[config.mk]
export PLATFORM = sky130hd
export DESIGN_NAME = gpio_pin_bank
export DESIGN_NICKNAME = d
export VERILOG_FILES = /design/src/rtl/gpio_pkg.sv /design/src/rtl/gpio_pin_filter.sv /design/src/rtl/gpio_pin_bank.sv
export SDC_FILE = /design/constraint.sdc
export NUM_CORES = 1
export LEC_CHECK = 0
export BUFFER_PORTS_ARGS = -buffer_cell sky130_fd_sc_hd__buf_2
export CAP_MARGIN = 10
export CORE_AREA = 2 2 230 232
export CTS_BUF_LIST = sky130_fd_sc_hd__clkbuf_16
export DETAILED_ROUTE_END_ITERATION = 8
export DIE_AREA = 0 0 232 234
export PLACE_DENSITY = 0.61
export SLEW_MARGIN = 20
export SYNTH_ARGS = -nofsm -noshare
export SYNTH_HDL_FRONTEND = slang
export SYNTH_SLANG_ARGS = --single-unit
[constraint.sdc]
create_clock -name clk_i -period 15.8 [get_ports clk_i]
set_clock_uncertainty 0.15 [all_clocks]
set_input_delay 1.58 -clock clk_i [delete_from_list [all_inputs] [get_ports clk_i]]
set_output_delay 1.58 -clock clk_i [all_outputs]
set_load 0.02 [all_outputs]
[src/rtl/gpio_pkg.sv]
// Shared constants and types for the GPIO pin bank and its per-pin filter.
package gpio_pkg;

    localparam int unsigned DefWidth      = 32;
    localparam int unsigned DefSyncStages = 2;
    localparam int unsigned DefFiltCntW   = 4;

    typedef struct packed {
        logic rise;
        logic fall;
        logic hi;
        logic lo;
    } intr_ctrl_t;

endpackage

[src/rtl/gpio_pin_filter.sv]
// One pin: multi-flop input synchroniser followed by a glitch filter that
// only accepts a new level after it has been stable for threshold+1 cycles.
module gpio_pin_filter
    import gpio_pkg::*;
#(
    parameter int unsigned SyncStages = DefSyncStages,
    parameter int unsigned FiltCntW   = DefFiltCntW
) (
    input  logic                clk_i,
    input  logic                rst_i,
    input  logic                pin_i,
    input  logic [FiltCntW-1:0] filter_cycles_i,
    output logic                sync_o,
    output logic                filt_o
);

    logic [SyncStages-1:0] r_sync;
    logic                  r_filt;
    logic [FiltCntW-1:0]   r_cnt;
    logic                  w_sync;
    logic                  w_diff;
    logic                  w_sat;

    assign w_sync = r_sync[SyncStages-1];
    assign w_diff = w_sync != r_filt;
    assign w_sat  = &r_cnt;

    always_ff @(posedge clk_i or posedge rst_i) begin
        if (rst_i) begin
            r_sync <= '0;
        end else begin
            r_sync <= {r_sync[SyncStages-2:0], pin_i};
        end
    end

    // The compare is against the live threshold, so lowering it below an
    // in-flight count commits the new level on the very next edge.
    always_ff @(posedge clk_i or posedge rst_i) begin
        if (rst_i) begin
            r_filt <= 1'b0;
            r_cnt  <= '0;
        end else if (!w_diff) begin
            r_cnt <= '0;
        end else if (r_cnt >= filter_cycles_i) begin
            r_filt <= w_sync;
            r_cnt  <= '0;
        end else if (!w_sat) begin
            r_cnt <= r_cnt + 1'b1;
        end
    end

    assign sync_o = w_sync;
    assign filt_o = r_filt;

endmodule

[src/rtl/gpio_pin_bank.sv]
// GPIO datapath core: per-pin conditioning, masked output/OE registers,
// edge/level interrupt capture and aggregation.
module gpio_pin_bank
    import gpio_pkg::*;
#(
    parameter int unsigned Width      = DefWidth,
    parameter int unsigned SyncStages = DefSyncStages,
    parameter int unsigned FiltCntW   = DefFiltCntW
) (
    input  logic                clk_i,
    input  logic                rst_i,
    input  logic [Width-1:0]    cio_gpio_i,
    output logic [Width-1:0]    cio_gpio_o,
    output logic [Width-1:0]    cio_gpio_en_o,
    input  logic                out_we_i,
    input  logic                out_tgl_i,
    input  logic [Width-1:0]    out_data_i,
    input  logic [Width-1:0]    out_mask_i,
    input  logic                oe_we_i,
    input  logic [Width-1:0]    oe_data_i,
    input  logic [Width-1:0]    oe_mask_i,
    input  logic [Width-1:0]    filter_en_i,
    input  logic [FiltCntW-1:0] filter_cycles_i,
    input  logic [Width-1:0]    ctrl_rise_i,
    input  logic [Width-1:0]    ctrl_fall_i,
    input  logic [Width-1:0]    ctrl_hi_i,
    input  logic [Width-1:0]    ctrl_lo_i,
    input  logic [Width-1:0]    intr_en_i,
    input  logic [Width-1:0]    intr_clr_i,
    input  logic [Width-1:0]    intr_test_i,
    output logic [Width-1:0]    data_in_o,
    output logic [Width-1:0]    intr_state_o,
    output logic [Width-1:0]    intr_o,
    output logic                irq_o
);

    logic [Width-1:0] r_out;
    logic [Width-1:0] r_oe;
    logic [Width-1:0] r_prev;
    logic [Width-1:0] r_intr_state;

    logic [Width-1:0] w_sync;
    logic [Width-1:0] w_filt;
    logic [Width-1:0] w_data_in;
    logic [Width-1:0] w_event;
    intr_ctrl_t [Width-1:0] w_ctrl;

    for (genvar gi = 0; gi < Width; gi++) begin : g_pin
        gpio_pin_filter #(
            .SyncStages(SyncStages),
            .FiltCntW  (FiltCntW)
        ) u_filter (
            .clk_i          (clk_i),
            .rst_i          (rst_i),
            .pin_i          (cio_gpio_i[gi]),
            .filter_cycles_i(filter_cycles_i),
            .sync_o         (w_sync[gi]),
            .filt_o         (w_filt[gi])
        );

        assign w_data_in[gi]   = filter_en_i[gi] ? w_filt[gi] : w_sync[gi];
        assign w_ctrl[gi].rise = ctrl_rise_i[gi];
        assign w_ctrl[gi].fall = ctrl_fall_i[gi];
        assign w_ctrl[gi].hi   = ctrl_hi_i[gi];
        assign w_ctrl[gi].lo   = ctrl_lo_i[gi];

        assign w_event[gi] = (w_ctrl[gi].rise & ~r_prev[gi] &  w_data_in[gi])
                           | (w_ctrl[gi].fall &  r_prev[gi] & ~w_data_in[gi])
                           | (w_ctrl[gi].hi   &  w_data_in[gi])
                           | (w_ctrl[gi].lo   & ~w_data_in[gi]);
    end

    // A write and a toggle in the same cycle: the write wins outright.
    always_ff @(posedge clk_i or posedge rst_i) begin
        if (rst_i) begin
            r_out <= '0;
        end else if (out_we_i) begin
            r_out <= (out_data_i & out_mask_i) | (r_out & ~out_mask_i);
        end else if (out_tgl_i) begin
            r_out <= r_out ^ out_mask_i;
        end
    end

    always_ff @(posedge clk_i or posedge rst_i) begin
        if (rst_i) begin
            r_oe <= '0;
        end else if (oe_we_i) begin
            r_oe <= (oe_data_i & oe_mask_i) | (r_oe & ~oe_mask_i);
        end
    end

    always_ff @(posedge clk_i or posedge rst_i) begin
        if (rst_i) begin
            r_prev       <= '0;
            r_intr_state <= '0;
        end else begin
            r_prev       <= w_data_in;
            r_intr_state <= (r_intr_state & ~intr_clr_i) | w_event | intr_test_i;
        end
    end

    assign cio_gpio_o    = r_out;
    assign cio_gpio_en_o = r_oe;
    assign data_in_o     = w_data_in;
    assign intr_state_o  = r_intr_state;
    assign intr_o        = r_intr_state & intr_en_i;
    assign irq_o         = |intr_o;

endmodule
# == Word level (Yosys, flattened, before mapping) ==
# Cells that the tools add are included.
# totals
output_inout_bits,161
input_bits,425
reg_bits,352
# op_classes
n_mux,130
n_reduce_logical,66
bitwise,366
n_eq_ne,64
n_lt_le_gt_ge,32
addsub,32
# ops
op,n
2-to-1 mux 4 bit,96
bitwise AND 1 bit,192
bitwise AND 32 bit,6
"adder 4 x 1 -> 4 bit, second input constant",32
>= comparator 4 bit,32
bitwise OR 32 bit,4
AND reduction 4 bit,32
"!= test 3 bit, second input constant",32
inverter 32 bit,3
bitwise OR 1 bit,96
2-to-1 mux 32 bit,2
inverter 1 bit,64
AND reduction 2 bit,32
2-to-1 mux 1 bit,32
!= test 1 bit,32
OR reduction 32 bit,1
XOR 32 bit,1
nonzero test 2 bit,1

# == Longest topological paths before layout ==
# Gate-level depths: netlist of the first run.
# depth
ltp_word,8
ltp_mapped,6
depth_no_buf,6

# == Cells and area by module ==
# From an unflattened synthesis of the first run, not the netlist that was laid out.
# unflattened
cells_unflattened,1793
hier_area_um2,18437.7
# modules_own_cells
mod,area_per_inst_um2,cells_each,n_inst
gpio_pin_filter,385.4,37,32
gpio_pin_bank,6105.9,609,1

# == Worst setup path after synthesis of the first run ==
# No wires, ideal clock.
# synth_timing
path_type,in2out
startpoint,input port intr_en_i[27]
endpoint,output port irq_o
arrival_time_ns,3.312
cell_stages,4
required_time_ns,14.070
slack_ns,10.758
n_path_buf,0
path_cell_list,and2_1 > or4_1 > or4_1 > or4_1
# synth_via
elab_chain_len,2
# synth_rtl
element,line,source
"start, declared",gpio_pin_bank.sv:28,"input logic [Width-1:0] intr_en_i,"
bitwise AND 32 bit,gpio_pin_bank.sv:106,assign intr_o = r_intr_state & intr_en_i;
OR reduction 32 bit,gpio_pin_bank.sv:107,assign irq_o = |intr_o;
"end, declared",gpio_pin_bank.sv:34,output logic irq_o
# Every way passes these cells.

# == Worst setup path in the final report of the first run ==
# layout_timing
startpoint,input port intr_en_i[15]
endpoint,output port irq_o
# The elaborated chain is that of the path after synthesis.

==> results of run 1 <==
-- power by group through the flow --
stage	logic, mW	registers, mW	clock network (mW)
global placement	0.846	1.25	0
global route	1.01	1.28	1.04
detailed placement	0.880	1.26	0
CTS	0.886	1.25	0.999
finish	0.876	1.25	0.965
floorplan	0.577	1.27	0
-- metal layers --
layer  part of all wire, %  up-vias  track usage, %  wire, um
met2                    50      435            30.2     24000
met4                   2.3        4            5.49      1110
met1                    41     7438            20.7     20100
met5                 0.056        -               0        27
met3                   6.5       66            4.50      3160
li1                      -     7748               -         -
-- logic make-up after synthesis --
group,count (synthesis),synth area share [%]
XOR/XNOR,64,3.13
buffers and inverters,130,2.72
multiplexers,33,2.07
flip-flops,352,49.2
AND/OR/NAND/NOR,560,14.4
adder cells (fa/ha/maj),160,11.2
AO/OA/AOI/OAI,510,17.3
-- through the flow --
| step | setup slack, ps | std cells | total power, mW | hold slack (ps) | utilization [%] |
|---|---|---|---|---|---|
| detailed placement | 10380 | 3072 | 2.14 | 185 | 41.7 |
| CTS | 10380 | 3151 | 3.13 | 198 | 44.4 |
| global route | 10310 | 3155 | 3.32 | 202 | 44.4 |
| floorplan | 4310 | 1809 | 1.84 | 181 | - |
| global placement | 10370 | 3072 | 2.10 | 183 | 41.7 |
| finish | 10400 | 3156 | 3.09 | 194 | 44.4 |
-- worst min path at each step --
stage / to / start / depth (start not counted)
after global placement: g_pin[6].u_filter.r_sync[1] / g_pin[6].u_filter.r_sync[0] / 0
after detailed placement: g_pin[23].u_filter.r_sync[1] / g_pin[23].u_filter.r_sync[0] / 0
after floorplan: g_pin[0].u_filter.r_sync[1] / g_pin[0].u_filter.r_sync[0] / 0
final: g_pin[6].u_filter.r_sync[1] / g_pin[6].u_filter.r_sync[0] / 0
after CTS: g_pin[23].u_filter.r_sync[1] / g_pin[23].u_filter.r_sync[0] / 0
after global routing: g_pin[17].u_filter.r_sync[1] / g_pin[17].u_filter.r_sync[0] / 0
-- worst reg2reg max path, delay by kind of cell, from the launching register on --
family / cells / cell delay (ps)
compound gates: 3 / 1340
flops: 1 / 410
fa+ha+maj: 1 / 230
simple gates: 1 / 140
buf+inv: 1 / 120
-- layout make-up --
cell class | count | area share [%]
multi-input combinational | 1327 | 37.3
clock buffer | 44 | 4.77
timing repair buffer | 590 | 12.9
tap | 688 | 3.73
sequential | 352 | 38.1
inverter | 115 | 1.90
antenna | 5 | 0.0542
clock inverter | 35 | 1.25
-- Yosys cell counts, types with 2 or more instances --
cell       instances  area (um^2)
and3_1            31          194
nand3_1           51          255
inv_1            114          428
and2_1            30          188
xor2_1            32          280
and2_4             2         17.5
nor2b_1           32          200
o21ai_0          146          731
dfrtp_1          352         8810
nor2_1           191          717
a2111oi_0         32          280
clkbuf_1          14         52.6
a21oi_1          113          566
nor3_1            33          165
nand2_1          143          537
or2_2              5         31.3
o211ai_1          32          240
o31ai_1           32          240
or4_1              9         67.6
ha_1             160         2000
xnor2_1           32          280
a31oi_1           32          200
nand2b_1          32          200
a211oi_1          31          233
o21a_1            32          240
o22ai_1           60          375
mux2_2            32          360
==> reports/results.ini, run 1 <==
[clocking]
path_clk_slew_ps = 60
cts_buffers = 43
postCtsSetupRepairBufs = 0
htree_levels = 2
tritoncts = built
clk-insertion-delay-late_ps = 550
postCtsHoldBufs = 0
cts-root-buf = clkbuf_16
clock_sinks = 352
clock_path_buffers = 3
ctsResizeCount = 0

[critical_path]
crit_path_end = irq_o
crit_slowest_cell = or4_1
critical_path_class = in -> out
crit_required_ps = 14070
r2r_cells = 6
crit_buf_inv = 2
crit_family = simple AND/OR/NAND/NOR gates
cp_max_fo = 2
cp-end-kind = output port
r2r-start = g_pin[27].u_filter.r_cnt[0]
crit_top_cell = or4_1
startpoint = intr_en_i[15]
r2r_end = g_pin[27].u_filter.r_cnt[3]
slowest_delay_ps = 670
crit_path_start_kind = primary input
arrival_ps = 3670
cp_num_cells = 6
cp_cell_sequence = buf_2, and2_4, or4_1, or4_1, or4_1, buf_2
r2r_slack_ps = 13320

[power_and_ir_drop]
leakage_nw = 11.4
power_switching_mw = 1.07
p_comb_share_pct = 28.3
seq_power_share_pct = 40.4
switching_share_pct = 34.6
clkPwrFrac_pct = 31.2
power.internal_mw = 2.02
power_density_nw_per_um2 = 134
irDropWorstVdd_v = 0.0000720

[timing]
post-route-min-period_ps = 5400
fin_tns_setup_ps = 0
fin_crit_sh_pct = 34.2
worst_pin_slew_ps = 1040
rsz0062_at_grt = false
hold_viol_final = 0
slew_headroom_pct = 30.9
fmax_ghz = 0.185
setup-violations-final = 0
maxSlewViolCount = 0

[layout]
final_common_cell = buf_2
seq_area_um2 = 8810
area_growth_pct = 28.9
final_cell_mix = buf_2 (585), dfrtp_1 (352), nor2_1 (191)
n_fill_cell = 4946
design_area_um2 = 23100
layout.nets = 3014
drive_above_1_share_pct = 28.3
multiInputGateArea_um2 = 8620

[placed_design]
io_buffers = 585
dp_hpwl_um = 36100
gp_congestion = 0.843
place_area_um2 = 21700

[synthesis]
synth_nets = 2394
async_reset_ff_share_pct = 100
synth_edf_count = 0
yosysSeqAreaShare_pct = 49.2
ys_types = 31
ys_warn_count = 0
synthCells = 1809
ys_ff_latch = 352
dominantRegCellSynth = dfrtp_1
synthesis.area_um2 = 17900
avgSynthCellArea_um2 = 9.90

[global_routing]
grt_pass1_vias = 15400
overflow = 0
grt_pass1_wl_um = 76000
grt_start_max_net_pins = 102
grt_usage_pct = 17.3
antenna_found_initial = 10

[floorplan]
io_pins = 586
fp.dieH_um = 234
dieArea_um2 = 54300
rows = 84
core_area_um2 = 52000
die_w_um = 232
start_util_pct = 34.4

[route]
first_pass_iters = 5
initialDrtViolationCount = 736
viasPerCell = 4.97
routedWlPerCell_um = 15.3
wl_um = 48400
via_count = 15700
drc_errors = 0
ant_nets = 0

[status]
status = finished, final reports clean

[worst_hold_path]
hold_path.class = reg -> reg

[flow_run]
max_cap_violations = 0

Power figures use the tool's default switching activity.
==> inputs of run 2 (changes only) <==
PLACE_DENSITY = 0.63   (was 0.61)
clock period = 4.5 ns   (was 15.8 ns; I/O delays follow)
==> reports/results.ini, run 2 (same netlist as run 1, synthesis figures left out) <==
[status]
status = finished, final reports clean

[timing]
hold_viol_final = 0  ; unchanged
maxSlewViolCount = 0  ; unchanged
fin_crit_sh_pct = 81.6
setup-violations-final = 0  ; unchanged
post-route-min-period_ps = 3670
rsz0062_at_grt = false
fmax_ghz = 0.272
fin_hold_ws_ps = 32.6  ; -162 ps
worst_pin_slew_ps = 1080  ; +42.0 ps
slew_headroom_pct = 28.0  ; -2.9 points

[layout]
multiInputGateArea_um2 = 8620  ; unchanged
drive_above_1_share_pct = 26.8  ; -1.5 points
area_growth_pct = 37.3
post_layout_nonfiller_instances = 3302  ; +4.6%
n_fill_cell = 4794  ; -3.1%
layout.nets = 3157  ; +4.7%
final_cell_mix = buf_2 (585), dfrtp_1 (352), nor2_1 (191)
seq_area_um2 = 8810  ; unchanged
final_common_cell = buf_2

[clocking]
htree_levels = 2  ; unchanged
cts-root-buf = clkbuf_16
clock_path_buffers = 3  ; unchanged
clock_sinks = 352  ; unchanged
clk-insertion-delay-late_ps = 560  ; about the same
tritoncts = built
postCtsHoldBufs = 139  ; +139
ctsResizeCount = 0  ; unchanged
path_clk_slew_ps = 60  ; about the same
postCtsSetupRepairBufs = 0  ; unchanged
cts_buffers = 42  ; -2.3%

[global_routing]
grt_start_max_net_pins = 105  ; +2.9%
grt_usage_pct = 18.9  ; +1.6 points
grt_pass1_wl_um = 82700  ; +8.8%
antenna_found_initial = 13  ; +3
grt_pass1_vias = 16700  ; +9.0%
overflow = 0  ; unchanged

[critical_path]
critical_path_class = reg -> out
crit_path_start_kind = flip-flop
cp_max_fo = 3  ; +1
crit_required_ps = 3900  ; -10170 ps
cp-end-kind = output port
arrival_ps = 3070  ; -600 ps

[placed_design]
io_buffers = 585  ; unchanged
dp_hpwl_um = 38600  ; +6.9%
gp_congestion = 0.845  ; +0.13%
placed_cells = 3077  ; +0.16%

[power_and_ir_drop]
total_power_mw = 11.1  ; +260%
irDropWorstVdd_v = 0.000295  ; +310%
leakage_nw = 12.0  ; +5.4%
power_density_nw_per_um2 = 452  ; +240%

[floorplan]
io_pins = 586  ; unchanged
die_w_um = 232  ; unchanged
core_area_um2 = 52000  ; unchanged
start_util_pct = 34.4  ; unchanged
fp.dieH_um = 234  ; unchanged
dieArea_um2 = 54300  ; unchanged
rows = 84  ; unchanged

[route]
viasPerCell = 4.98  ; +0.17%
routedWlPerCell_um = 16.0  ; +4.7%
first_pass_iters = 5  ; unchanged
drc_errors = 0  ; unchanged
initialDrtViolationCount = 733  ; -0.41%
wl_um = 52900  ; +9.5%
via_count = 16400  ; +4.8%
ant_nets = 0  ; unchanged

[flow_run]
max_cap_violations = 0  ; unchanged

[worst_hold_path]
hold_path.class = in -> reg

run 2: final timing paths:
path                            slack, ps  cells after the start                        start                           to
worst max register to register       1900                      6  g_pin[22].u_filter.r_cnt[0]  g_pin[22].u_filter.r_cnt[3]
worst max-delay path                  830                      5             intr_state_o[12]                        irq_o
max in group asynchronous            2610                      4                        rst_i  g_pin[25].u_filter.r_cnt[2]
min in group asynchronous             500                      3                        rst_i   asynchronous set/reset pin
worst min register to register        200                      0  g_pin[4].u_filter.r_sync[0]  g_pin[4].u_filter.r_sync[1]
worst min-delay path                   30                      2              filter_en_i[21]                   r_prev[21]
run 2: worst max-delay path, stage by stage (launching register included):
cell and delay (ps):
dfrtp_1 400, and2_1 180, or4_1 570, or4_1 530, or4_1 630, buf_2 200
run 2: cell type report:
class	instances	area share, %
clock buffer	45	4.58
clock inverter	32	1.21
timing repair buffer	734	18.0
inverter	115	1.77
tap	688	3.50
multi-input combinational	1327	35.0
sequential	352	35.8
antenna	9	0.0916
run 2: routing by layer:
metal,up-vias,wire [um],track usage [%]
li1,8017,-,-
met4,0,2210,8.95
met3,109,2950,3.37
met2,503,26700,33.9
met1,7815,21100,21.9
met5,-,0,0
run 2: stage by stage:
| stage | setup TNS, ps | utilization [%] | area [um^2] | setup slack (ps) |
|---|---|---|---|---|
| after floorplan | -286660 | - | 17900 | -814 |
| after global placement | 0 | 41.8 | 21800 | 1260 |
| after detailed placement | 0 | 41.8 | 21800 | 1120 |
| after CTS | 0 | 47.2 | 24600 | 774 |
| after global routing | 0 | 47.3 | 24600 | 766 |
| final | 0 | 47.3 | 24600 | 828 |
run 2: power by group:
part	leakage (nW)	switching (mW)	internal, mW
logic	6.93	1.83	1.39
registers	4.30	0.606	3.79
clock network	0.734	1.37	2.14
==> inputs of run 3 (changes only) <==
clock period = 3.1 ns   (was 4.5 ns; I/O delays follow)
==> reports/results.ini, run 3 (same netlist as run 1, synthesis figures left out) <==
[status]
status = finished with violations
violations = negative setup slack

[floorplan]
dieArea_um2 = 54300  ; unchanged
core_area_um2 = 52000  ; unchanged
start_util_pct = 34.4  ; unchanged
rows = 84  ; unchanged
die_w_um = 232  ; unchanged
fp.dieH_um = 234  ; unchanged
io_pins = 586  ; unchanged

[critical_path]
cp-end-kind = output port
cp_max_fo = 2  ; -1
crit_path_start_kind = flip-flop
crit_required_ps = 2640  ; -1260 ps
arrival_ps = 2860  ; -210 ps
critical_path_class = reg -> out

[layout]
final_cell_mix = buf_2 (584), dfrtp_1 (352), dlygate4sd3_1 (300)
multiInputGateArea_um2 = 8660  ; +0.46%
area_growth_pct = 47.3
n_fill_cell = 4540  ; -5.3%
seq_area_um2 = 8810  ; unchanged
layout.nets = 3334  ; +5.6%
drive_above_1_share_pct = 25.9  ; -0.91 points
final_common_cell = buf_2

[timing]
hold_viol_final = 0  ; unchanged
fin_hold_ws_ps = 88.3  ; +55.7 ps
worst_pin_slew_ps = 1020  ; -55.3 ps
maxSlewViolCount = 0  ; unchanged
setup_slack_ps = -218  ; -1050 ps
fmax_ghz = 0.301
setup-violations-final = 1  ; +1
fin_crit_sh_pct = 107
slew_headroom_pct = 31.7  ; +3.7 points
rsz0062_at_grt = true
post-route-min-period_ps = 3320

[power_and_ir_drop]
switching_share_pct = 34.3  ; +0.14 points
p_comb_share_pct = 30.8  ; +1.9 points
clkPwrFrac_pct = 30.5  ; -1.0 points
leakage_nw = 12.7  ; +6.4%
power_switching_mw = 5.67  ; +49%
power_density_nw_per_um2 = 627  ; +39%
seq_power_share_pct = 38.7  ; -0.8 points
total_power_mw = 16.5  ; +49%
power.internal_mw = 10.9  ; +48%
irDropWorstVdd_v = 0.000480  ; +62%

[route]
wl_um = 57200  ; +8.1%
via_count = 17500  ; +6.4%
ant_nets = 0  ; unchanged
first_pass_iters = 7  ; +2
drc_errors = 0  ; unchanged
initialDrtViolationCount = 868  ; +18%
viasPerCell = 5.03  ; +1.1%
routedWlPerCell_um = 16.5  ; +2.7%

[clocking]
cts-root-buf = clkbuf_16
htree_levels = 2  ; unchanged
clock_path_buffers = 3  ; unchanged
tritoncts = built
cts_buffers = 43  ; +2.4%
clock_sinks = 352  ; unchanged
path_clk_slew_ps = 60  ; about the same
clk-insertion-delay-late_ps = 560  ; about the same

[global_routing]
grt_usage_pct = 20.6  ; +1.7 points
overflow = 0  ; unchanged
grt_pass1_wl_um = 90100  ; +9.0%
grt_start_max_net_pins = 91  ; -13%
antenna_found_initial = 10  ; -3
grt_pass1_vias = 18000  ; +7.8%

[worst_hold_path]
hold_path.class = in -> reg

[placed_design]
io_buffers = 585  ; unchanged
gp_congestion = 0.860  ; +1.8%
dp_hpwl_um = 39000  ; +1.1%

[flow_run]
max_cap_violations = 0  ; unchanged

## run 3: cell types whose count changed in the layout (fill, tap and decap cells not counted), sizes merged
| cell | delta |
|---|---|
| clkinv | -2 |
| diode | -1 |
| dlygate4sd3 | +161 |
| clkinvlp | +2 |
| buf | +15 |
| inv | +1 |
| bufinv | -1 |
## run 3: critical path, stage by stage, from the launching register on
cell and delay (ps):
dfrtp_1 390, and2_4 170, or4_4 550, or4_4 480, or4_4 570, buf_6 150
## run 3: worst paths after layout
| kind | start | to | slack (ps) | cells past startpoint |
|---|---|---|---|---|
| max | intr_state_o[26] | irq_o | -220 | 5 |
| min | filter_en_i[25] | r_prev[25] | 90 | 3 |
| max reg2reg | g_pin[1].u_filter.r_cnt[0] | g_pin[1].u_filter.r_cnt[3] | 580 | 6 |
| min reg2reg | g_pin[16].u_filter.r_sync[0] | g_pin[16].u_filter.r_sync[1] | 190 | 0 |
| max in group asynchronous | rst_i | g_pin[1].u_filter.filt_o | 1620 | 4 |
| min in group asynchronous | rst_i | asynchronous set/reset pin | 230 | 3 |
## run 3: area by class of cell
type                       count  share of cell area [%]
timing repair buffer         910                    23.5
clock buffer                  45                    4.27
clock inverter                32                    1.05
sequential                   352                    33.4
tap                          688                    3.26
inverter                     115                    1.65
antenna                        8                  0.0759
multi-input combinational   1327                    32.8
## run 3: power by group through the flow
| stage | Combinational [mW] | Sequential (mW) | Clock (mW) |
|---|---|---|---|
| floorplan | 2.94 | 6.45 | 0 |
| global placement | 4.35 | 6.37 | 0 |
| detailed placement | 4.55 | 6.43 | 0 |
| CTS | 5.06 | 6.36 | 5.17 |
| global route | 5.78 | 6.52 | 5.38 |
| finish | 5.10 | 6.39 | 5.04 |
## run 3: what timing repair did
| item | CTS | global route |
|---|---|---|
| endpoints found under the setup margin | 1 | 1 |
| resized for setup | 12 | 2 |
| setup buffers | 3 | 0 |
| hold buffers | 300 | 0 |
| pin swaps | 4 | 2 |
| endpoints found under the hold margin | 177 | 0 |
## run 3: routing by layer
layer / vias to the layer above / wire length, um / GRT usage, %
li1: 8395 / - / -
met1: 8339 / 22300 / 23.3
met2: 609 / 28800 / 36.8
met3: 159 / 3180 / 3.62
met4: 0 / 2890 / 11.3
met5: - / 0 / 0
## run 3: per-stage QoR
stage                     setup slack [ps]  cell area [um^2]  setup TNS [ps]  cells  util, %
after floorplan                      -2070             17900         -730180   1809        -
after global placement                 141             21900               0   3089     42.1
after detailed placement               115             21900               0   3089     42.1
after CTS                             -278             26400            -278   3469     50.7
after global routing                  -289             26400            -289   3476     50.7
final                                 -218             26400            -218   3477     50.7
